--- src/rtl/rv32_ctrl_pkg.sv ---
// Shared encodings for the multi-cycle RV32I controller: opcodes, FSM states
// and datapath mux/ALU select codes.
package rv32_ctrl_pkg;

  localparam int LAT_CNT_W = 4;

  localparam logic [6:0] R_TYPE = 7'b0110011;
  localparam logic [6:0] I_ALU  = 7'b0010011;
  localparam logic [6:0] LOAD   = 7'b0000011;
  localparam logic [6:0] STORE  = 7'b0100011;
  localparam logic [6:0] BRANCH = 7'b1100011;
  localparam logic [6:0] JAL    = 7'b1101111;
  localparam logic [6:0] JALR   = 7'b1100111;
  localparam logic [6:0] LUI    = 7'b0110111;
  localparam logic [6:0] AUIPC  = 7'b0010111;

  typedef enum logic [3:0] {
    S_FETCH     = 4'd0,
    S_DECODE    = 4'd1,
    S_EXEC_R    = 4'd2,
    S_EXEC_I    = 4'd3,
    S_LUI       = 4'd4,
    S_AUIPC     = 4'd5,
    S_WB_ALU    = 4'd6,
    S_MEM_ADDR  = 4'd7,
    S_MEM_RD    = 4'd8,
    S_WB_MEM    = 4'd9,
    S_MEM_WR    = 4'd10,
    S_BRANCH    = 4'd11,
    S_JAL       = 4'd12,
    S_EXEC_JALR = 4'd13,
    S_TRAP      = 4'd14
  } state_t;

  localparam logic [1:0] SRCA_PC    = 2'b00;
  localparam logic [1:0] SRCA_OLDPC = 2'b01;
  localparam logic [1:0] SRCA_RS1   = 2'b10;
  localparam logic [1:0] SRCA_ZERO  = 2'b11;

  localparam logic [1:0] SRCB_RS2  = 2'b00;
  localparam logic [1:0] SRCB_FOUR = 2'b01;
  localparam logic [1:0] SRCB_IMM  = 2'b10;

  localparam logic [1:0] ALU_ADD    = 2'b00;
  localparam logic [1:0] ALU_BRANCH = 2'b01;
  localparam logic [1:0] ALU_RTYPE  = 2'b10;
  localparam logic [1:0] ALU_ITYPE  = 2'b11;

  localparam logic [1:0] RES_ALUOUT = 2'b00;
  localparam logic [1:0] RES_MDR    = 2'b01;
  localparam logic [1:0] RES_PC     = 2'b10;

endpackage

--- src/rtl/mem_wait_counter.sv ---
// Memory access-done generation: either the memory's ready strobe, or a
// fixed latency counted by a saturating counter that restarts at zero for
// every access.
module mem_wait_counter
  import rv32_ctrl_pkg::*;
#(
  parameter int MEM_HANDSHAKE = 1,
  parameter int MEM_LATENCY   = 1
) (
  input  logic clk,
  input  logic reset,
  input  logic active,
  input  logic mem_ready,
  output logic done
);

  localparam logic [LAT_CNT_W-1:0] LAST = LAT_CNT_W'(MEM_LATENCY - 1);

  logic [LAT_CNT_W-1:0] cnt;

  // Count cycles spent in an access state; idle or completion returns to zero
  // so the next access (even back-to-back) starts fresh.
  always_ff @(posedge clk or posedge reset) begin
    if (reset) begin
      cnt <= '0;
    end else if (!active || done) begin
      cnt <= '0;
    end else if (cnt != LAST) begin
      cnt <= cnt + 1'b1;
    end
  end

  assign done = active && ((MEM_HANDSHAKE != 0) ? mem_ready : (cnt == LAST));

endmodule

--- src/rtl/multicycle_controller.sv ---
// Multi-cycle RV32I control FSM driving the shared-ALU datapath.
//
// state       | meaning
// ------------+-----------------------------------------------
// FETCH       | read instr at PC, PC <= PC+4 when access done
// DECODE      | ALUOut <= OldPC+imm, dispatch on opcode
// EXEC_R      | rs1 op rs2
// EXEC_I      | rs1 op imm
// LUI         | 0 + imm
// AUIPC       | OldPC + imm
// WB_ALU      | rd <= ALUOut
// MEM_ADDR    | ALUOut <= rs1 + imm
// MEM_RD      | read at ALUOut until access done
// WB_MEM      | rd <= MDR
// MEM_WR      | write at ALUOut until access done
// BRANCH      | compare, PC <= ALUOut if taken
// JAL         | rd <= PC, PC <= ALUOut
// EXEC_JALR   | rd <= PC, PC <= rs1+imm
// TRAP        | illegal opcode, parked until reset
module multicycle_controller
  import rv32_ctrl_pkg::*;
#(
  parameter int MEM_HANDSHAKE = 1,
  parameter int MEM_LATENCY   = 1,
  parameter int SUPPORT_JUMP  = 1
) (
  input  logic       clk,
  input  logic       reset,
  input  logic [6:0] Opcode,
  input  logic       mem_ready,
  input  logic       branch_taken,
  output logic       IorD,
  output logic       IRWrite,
  output logic       PCWrite,
  output logic       PCSrc,
  output logic [1:0] ALUSrcA,
  output logic [1:0] ALUSrcB,
  output logic [1:0] ALUOp,
  output logic       MemRead,
  output logic       MemWrite,
  output logic       RegWrite,
  output logic [1:0] ResultSrc,
  output logic       illegal_instr,
  output logic [3:0] state_o
);

  state_t state_q, state_d;
  logic   illegal_q;
  logic   mem_access;
  logic   mem_done;

  assign mem_access = (state_q == S_FETCH) || (state_q == S_MEM_RD) || (state_q == S_MEM_WR);

  mem_wait_counter #(
    .MEM_HANDSHAKE(MEM_HANDSHAKE),
    .MEM_LATENCY  (MEM_LATENCY)
  ) u_wait (
    .clk      (clk),
    .reset    (reset),
    .active   (mem_access),
    .mem_ready(mem_ready),
    .done     (mem_done)
  );

  // State register.
  always_ff @(posedge clk or posedge reset) begin
    if (reset) state_q <= S_FETCH;
    else       state_q <= state_d;
  end

  // Sticky trap flag, set as the FSM enters TRAP.
  always_ff @(posedge clk or posedge reset) begin
    if (reset)                  illegal_q <= 1'b0;
    else if (state_d == S_TRAP) illegal_q <= 1'b1;
  end

  // Next-state and datapath controls; everything is forced low while reset is held.
  always_comb begin
    state_d   = state_q;
    IorD      = 1'b0;
    IRWrite   = 1'b0;
    PCWrite   = 1'b0;
    PCSrc     = 1'b0;
    ALUSrcA   = SRCA_PC;
    ALUSrcB   = SRCB_RS2;
    ALUOp     = ALU_ADD;
    MemRead   = 1'b0;
    MemWrite  = 1'b0;
    RegWrite  = 1'b0;
    ResultSrc = RES_ALUOUT;
    case (state_q)
      S_FETCH: begin
        MemRead = 1'b1;
        ALUSrcA = SRCA_PC;
        ALUSrcB = SRCB_FOUR;
        if (mem_done) begin
          IRWrite = 1'b1;
          PCWrite = 1'b1;
          state_d = S_DECODE;
        end
      end
      S_DECODE: begin
        ALUSrcA = SRCA_OLDPC;
        ALUSrcB = SRCB_IMM;
        case (Opcode)
          R_TYPE:       state_d = S_EXEC_R;
          I_ALU:        state_d = S_EXEC_I;
          LOAD, STORE:  state_d = S_MEM_ADDR;
          BRANCH:       state_d = S_BRANCH;
          JAL:          state_d = (SUPPORT_JUMP != 0) ? S_JAL : S_TRAP;
          JALR:         state_d = (SUPPORT_JUMP != 0) ? S_EXEC_JALR : S_TRAP;
          LUI:          state_d = S_LUI;
          AUIPC:        state_d = S_AUIPC;
          default:      state_d = S_TRAP;
        endcase
      end
      S_EXEC_R: begin
        ALUSrcA = SRCA_RS1;
        ALUSrcB = SRCB_RS2;
        ALUOp   = ALU_RTYPE;
        state_d = S_WB_ALU;
      end
      S_EXEC_I: begin
        ALUSrcA = SRCA_RS1;
        ALUSrcB = SRCB_IMM;
        ALUOp   = ALU_ITYPE;
        state_d = S_WB_ALU;
      end
      S_LUI: begin
        ALUSrcA = SRCA_ZERO;
        ALUSrcB = SRCB_IMM;
        state_d = S_WB_ALU;
      end
      S_AUIPC: begin
        ALUSrcA = SRCA_OLDPC;
        ALUSrcB = SRCB_IMM;
        state_d = S_WB_ALU;
      end
      S_WB_ALU: begin
        RegWrite  = 1'b1;
        ResultSrc = RES_ALUOUT;
        state_d   = S_FETCH;
      end
      S_MEM_ADDR: begin
        ALUSrcA = SRCA_RS1;
        ALUSrcB = SRCB_IMM;
        state_d = (Opcode == LOAD) ? S_MEM_RD : S_MEM_WR;
      end
      S_MEM_RD: begin
        IorD    = 1'b1;
        MemRead = 1'b1;
        if (mem_done) state_d = S_WB_MEM;
      end
      S_WB_MEM: begin
        RegWrite  = 1'b1;
        ResultSrc = RES_MDR;
        state_d   = S_FETCH;
      end
      S_MEM_WR: begin
        // MemWrite is held for the whole wait; the memory commits on its done cycle.
        IorD     = 1'b1;
        MemWrite = 1'b1;
        if (mem_done) state_d = S_FETCH;
      end
      S_BRANCH: begin
        ALUSrcA = SRCA_RS1;
        ALUSrcB = SRCB_RS2;
        ALUOp   = ALU_BRANCH;
        PCWrite = branch_taken;
        PCSrc   = 1'b1;
        state_d = S_FETCH;
      end
      S_JAL: begin
        RegWrite  = 1'b1;
        ResultSrc = RES_PC;
        PCWrite   = 1'b1;
        PCSrc     = 1'b1;
        state_d   = S_FETCH;
      end
      S_EXEC_JALR: begin
        // rd takes the already-incremented PC on the same edge PC takes rs1+imm.
        ALUSrcA   = SRCA_RS1;
        ALUSrcB   = SRCB_IMM;
        RegWrite  = 1'b1;
        ResultSrc = RES_PC;
        PCWrite   = 1'b1;
        state_d   = S_FETCH;
      end
      S_TRAP:  state_d = S_TRAP;
      default: state_d = S_TRAP;
    endcase
    if (reset) begin
      IorD      = 1'b0;
      IRWrite   = 1'b0;
      PCWrite   = 1'b0;
      PCSrc     = 1'b0;
      ALUSrcA   = SRCA_PC;
      ALUSrcB   = SRCB_RS2;
      ALUOp     = ALU_ADD;
      MemRead   = 1'b0;
      MemWrite  = 1'b0;
      RegWrite  = 1'b0;
      ResultSrc = RES_ALUOUT;
    end
  end

  assign illegal_instr = illegal_q;
  assign state_o       = state_q;

endmodule
--- config.mk ---
export PLATFORM = sky130hd
export DESIGN_NAME = multicycle_controller
export DESIGN_NICKNAME = d
export VERILOG_FILES = /design/src/rtl/rv32_ctrl_pkg.sv /design/src/rtl/mem_wait_counter.sv /design/src/rtl/multicycle_controller.sv
export SDC_FILE = /design/constraint.sdc
export NUM_CORES = 1
export LEC_CHECK = 0
export BUFFER_PORTS_ARGS = -buffer_cell sky130_fd_sc_hd__clkbuf_2
export CORE_MARGIN = 10
export CORE_UTILIZATION = 42
export DETAILED_ROUTE_END_ITERATION = 6
export PLACE_DENSITY = 0.85
export SYNTH_ARGS = -nofsm -noshare
export SYNTH_HDL_FRONTEND = slang
export SYNTH_HIERARCHICAL = 1
export SYNTH_SLANG_ARGS = --single-unit
--- constraint.sdc ---
create_clock -name clk -period 2.7 [get_ports clk]
set_clock_uncertainty 0.15 [all_clocks]
set_input_delay 0.54 -clock clk [delete_from_list [all_inputs] [get_ports clk]]
set_output_delay 0.54 -clock clk [all_outputs]
set_load 0.005 [all_outputs]
; ---- After elaboration in Yosys (flattened, before gate mapping)
; Index checks and enable logic that the tools add are counted.
; W data, S select, Z words.
[op_classes]
n_reduce_logical = 15
n_mux = 29
n_eq_ne = 23
[ops]
columns = cell, n
row1 = $pmux W4 S8, 1
row2 = $eq A4 B4 Y1 const B, 7
row3 = $pmux W4 S7, 1
row4 = $eq A7 B6 Y1 const B, 3
row5 = $eq A7 B7 Y1 const B, 3
row6 = $eq A4 B3 Y1 const B, 4
row7 = $eq A7 B5 Y1 const B, 2
row8 = $mux W1, 14
row9 = $mux W4, 3
row10 = $pmux W2 S3, 2
row11 = $reduce_or A2 Y1, 6
row12 = $mux W2, 5
row13 = $reduce_or A5 Y1, 2
row14 = $eq A4 B2 Y1 const B, 2
row15 = $pmux W2 S2, 2
row16 = $reduce_or A4 Y1, 2
row17 = $eq A7 B2 Y1 const B, 1
row18 = $reduce_or A6 Y1, 1
row19 = $eq A4 B1 Y1 const B, 1
row20 = $logic_not A4 Y1, 1
row21 = $pmux W1 S3, 1
row22 = $logic_or A1 B1 Y1, 2
row23 = $logic_and A1 B1 Y1, 1
[word_totals]
ff_bits = 5
wordCells = 69
input_bits = 11
output_inout_bits = 20

; ---- Depth between registers and ports, before layout
[depth]
depth_word = 7
mapped_depth = 8
depth_no_buf = 7

; ---- Cells and area by module
; Netlist, hierarchy kept.
[modules_own_cells]
columns = mod, area_per_inst_um2, n_inst, cells_per_inst
row1 = multicycle_controller, 546.8, 1, 77
row2 = mem_wait_counter, 6.3, 1, 1

; ---- Worst setup path after synthesis
; Ideal clock, no wire load.
[synth_timing]
kind = register -> output
startpoint = reg state_q[0] (netlist: state_o[0])
endpoint = out PCWrite
arrival_time_ps = 1551
stages_incl_launch_ff = 8
path_slack_ps = 459
required_time_ps = 2010
path_cell_list = dfrtp_1 -> clkbuf_1 -> nor2_1 -> a21boi_0 -> and2_1 -> nand3b_1 -> nor3_1 -> o21bai_1
[synth_via]
elab_chain_len = 7
word_cells_on_any_way = 13
[synth_rtl]
columns = element, line_no
row1 = start: declaration, multicycle_controller.sv:47  ; state_t state_q, state_d;
row2 = start signal: assignment, multicycle_controller.sv:68  ; else state_q <= state_d;
row3 = $eq A4 B4 Y1 or $logic_not A4 Y1 (tied branches), multicycle_controller.sv:52  ; assign mem_access = (state_q == S_FETCH) || (state_q == S_MEM_RD) || (state_q == S_MEM_WR);
row4 = $logic_or A1 B1 Y1, multicycle_controller.sv:52
row5 = $logic_or A1 B1 Y1 *, multicycle_controller.sv:52
row6 = net mem_access, multicycle_controller.sv:49  ; logic mem_access;
row7 = $logic_and A1 B1 Y1 *, mem_wait_counter.sv:33  ; assign done = active && ((MEM_HANDSHAKE != 0) ? mem_ready : (cnt == LAST));
row8 = net mem_done, multicycle_controller.sv:50  ; logic mem_done;
row9 = $mux W1 *, multicycle_controller.sv:96  ; if (mem_done) begin
row10 = $pmux W1 S3 *, multicycle_controller.sv:91  ; case (state_q)
row11 = $mux W1 *, multicycle_controller.sv:192  ; if (reset) begin
row12 = end: declaration, multicycle_controller.sv:34  ; output logic PCWrite,
; Mark *: on every way through the listed nets, which the timed path passes. The rest lies on a longest branch.

; ---- Worst setup path after layout
; Same ends and word-level chain as after synthesis.

==> reports/results.md <==
• **outcome** completed
• **Max-cap violations** 0
• **total number of placement rows** 13
• **cell with the largest stage delay on the worst path** dfrtp_1
• **average vias per placed instance** 5.31
• **unrepaired setup endpoints after global routing** false
• **root buf cell** clkbuf_4
• **delay of the slowest critical-path stage** 0.37 ns
• **insertion delay of the later-clocked pin in the worst-skew pair** 0.24 ns
• **actual transition at the worst max-transition pin** 0.385 ns
• **number of nets in the layout** 121
• **Starting Density** 0.436
• **input/output buffers** 30
• **number of H-tree branching levels** 1
• **post-synthesis cell type count** 35
• **EDFF count, synth** 0
• **pin count of the biggest net entering global routing** 16
• **maximum frequency from static timing analysis** 406 MHz
• **DP Wirelength** 1.36 mm
• **setup slack at placement** 0.404 ns
• **worst hold-check path type** in -> async
• **CP max FO** 3
• **peak supply drop** 0.000535 V
• **core region area** 1270 µm²
• **least setup slack across all paths after layout** 0.239 ns
• **Startpoint Class** flop
• **Power Dens Cells** 809 nW/µm²
• **DIE AREA** 3170 µm²
• **number of iterations in the first detailed-routing pass** 4
• **TritonCTS clock tree** built
• **number of I/O pins** 31
• **count of clock tree sinks** 5
• **wire per inst** 13.5 µm
• **Hold Vio Cnt, Final** 0
• **Layout Area Growth over Synthesis** 34.2%
• **total number of vias** 659
• **number of global-route vias before repair** 654
• **Pwr Total** 600 µW
• **final setup fails** 0
• **count of fill cells added during filler insertion** 130
• **violation count after the first detailed-routing iteration** 6
• **Fin Setup TNS** 0 ns
• **CP required** 2.01 ns
• **leakage power** 0.000344 µW
• **fraction of registers with async set/reset** 1.00
• **GR Overflow Total** 0
• **share of the clock period used by the worst path** 0.911
• **Synth Register Bits** 5
• **endpoint arrival time on the critical path** 1.77 ns
• **maximum buffer depth of the clock tree** 2
• **post-synthesis area per instance** 7.09 µm²
• **die width** 56.3 µm
• **GR Util All Layers** 0.105
• **final design instance area without fill** 742 µm²
• **Final GP Congestion** 0.831
• **fraction of the mapped netlist area in compound gates** 0.233
• **wire length of the first global-routing pass** 2.90 mm
• **mux share of post-synthesis cell area** 0.0385
• **proportion of layout cells with a drive suffix above 1** 0.376
• **Inserted Clock Buffers** 3
• **clock-pin transition on the worst setup and hold timing paths** 0.05 ns
• **remaining number of nets flagged by the antenna check after routing** 0
• **sequential-to-total area share from yosys stat** 0.226
• **kind of end point of the critical path** output port
• **number of buffer and inverter instances along the worst setup path** 1
• **xor/xnor cell area share of the yosys netlist** 0.0317
• **antenna violations before repair** 0
• **combinational family with the most area after synthesis** simple AND/OR/NAND/NOR gates
• **Yosys Warn Count** 6
• **number of instances in the synthesized netlist** 78
• **Primary FF master, synth** dfrtp_1
• **worst max-slew margin expressed relative to the limit** 0.743
• **post-synthesis share of cell area spent on full adders, half adders and majority gates** 0
• **Syn Nets** 89
• **DRC violation count after routing** 0
• **Critical Setup Path Class** reg -> out
• **clock period minus final worst setup slack** 2.46 ns
• **worst-path cell chain** nor2_1 -> a21boi_0 -> and2_1 -> nand3b_1 -> nor3_1 -> o21bai_1 -> clkbuf_2
• **instance area after placement** 713 µm²
• **number of antenna repair diodes** 0
• **drt total wl** 1.68 mm
• **CTS hold repair buffers** 0
• **category of cells accounting for the largest share of critical-path delay** simple AND/OR/NAND/NOR gates
• **post-synthesis simple-gate area fraction** 0.396
• **Syn Std Cell Area** 553 µm²
• **Vert. Die Dim** 56.3 µm
• **Slew Limit Fails** 0
==> where the power goes <==
| group | switching [µW] | internal (µW) | total [µW] |
|---|---|---|---|
| clock network | 32.5 | 53.7 | 86.1 |
| registers | 41.5 | 97.2 | 139 |
| logic | 199 | 176 | 375 |
==> metal layers <==
layer | up-vias | track usage | share of wire
met5 | - | 0 | 0
met4 | 0 | 0.0206 | 0
met3 | 0 | 0.0494 | 0.081
met1 | 296 | 0.118 | 0.44
met2 | 21 | 0.177 | 0.48
li1 | 342 | - | -
==> Yosys cell counts, drive strengths merged, types with 2 or more instances <==
cell    count  area [µm²]
dfrtp       5         125
a21oi       4        20.0
nor3        7        35.0
and2        2        12.5
nor2       10        37.5
nand2b      3        18.8
nand2       6        22.5
inv         2        10.0
nand3b      3        22.5
clkbuf      3        11.3
nor2b       4        25.0
or3         3        18.8
o21ai       5        25.0
buf         3        20.0
==> cell type report <==
type	instances	area [µm²]	share of cell area
clock buffers	3	22.5	0.0304
clock inverters	1	5.00	0.00675
inverters	2	10.0	0.0135
multi-input cells	65	387	0.521
flip-flops and latches	5	126	0.170
well taps	15	18.8	0.0253
repair buffers	33	173	0.233
==> stage by stage <==
stage | hold slack [ns] | cells | util
CTS | 0.162 | 124 | 0.584
floorplan | 0.313 | 78 | -
detailed placement | 0.313 | 120 | 0.562
global route | 0.198 | 124 | 0.585
finish | 0.158 | 124 | 0.585
global placement | 0.312 | 120 | 0.562
==> sequential cells by signal (all words and copies together), names as in the netlist <==
signal	cells
illegal_instr	1
state_o	4
==> path summary, 6_finish.rpt <==
| kind | depth (start not counted) | to | slack (ns) | from |
|---|---|---|---|---|
| worst min register to register | 1 | illegal_instr | 0.32 | illegal_instr |
| min in group clk | 1 | illegal_instr | 0.32 | illegal_instr |
| worst max-delay path | 7 | PCWrite | 0.24 | state_o[0] |
| max in group asynchronous | 2 | state_o[3] | 2.05 | reset |
| worst min-delay path | 2 | illegal_instr | 0.16 | reset |
| worst max register to register | 7 | illegal_instr | 0.60 | state_o[0] |
==> layout by cell type, fill, tap and decap left out, types with 2 or more instances in the layout <==
master and count:
nand2b_1 3, nand2_1 6, nor3_1 7, a21oi_1 4, clkbuf_2 30, nor2b_1 4, nand3b_1 3, or3_1 3
dfrtp_1 4, and2_1 2, nor2_1 10, o21ai_0 5, buf_4 3, clkbuf_4 3
==> kinds of logic (layout without fill, tap and decap cells) <==
| logic type | count (synthesis) | in the layout |
|---|---|---|
| mux | 2 | 2 |
| buf+inv | 8 | 39 |
| xor+xnor | 2 | 2 |
| compound gates | 19 | 19 |
| flops | 5 | 5 |
| simple gates | 42 | 42 |
==> repair_timing <==
action | in CTS | in global routing
setup buffers | 0 | 0
gates resized for setup | 0 | 1
setup endpoints to repair | 0 | 1
No activity file was read; power rests on OpenSTA's default activity.
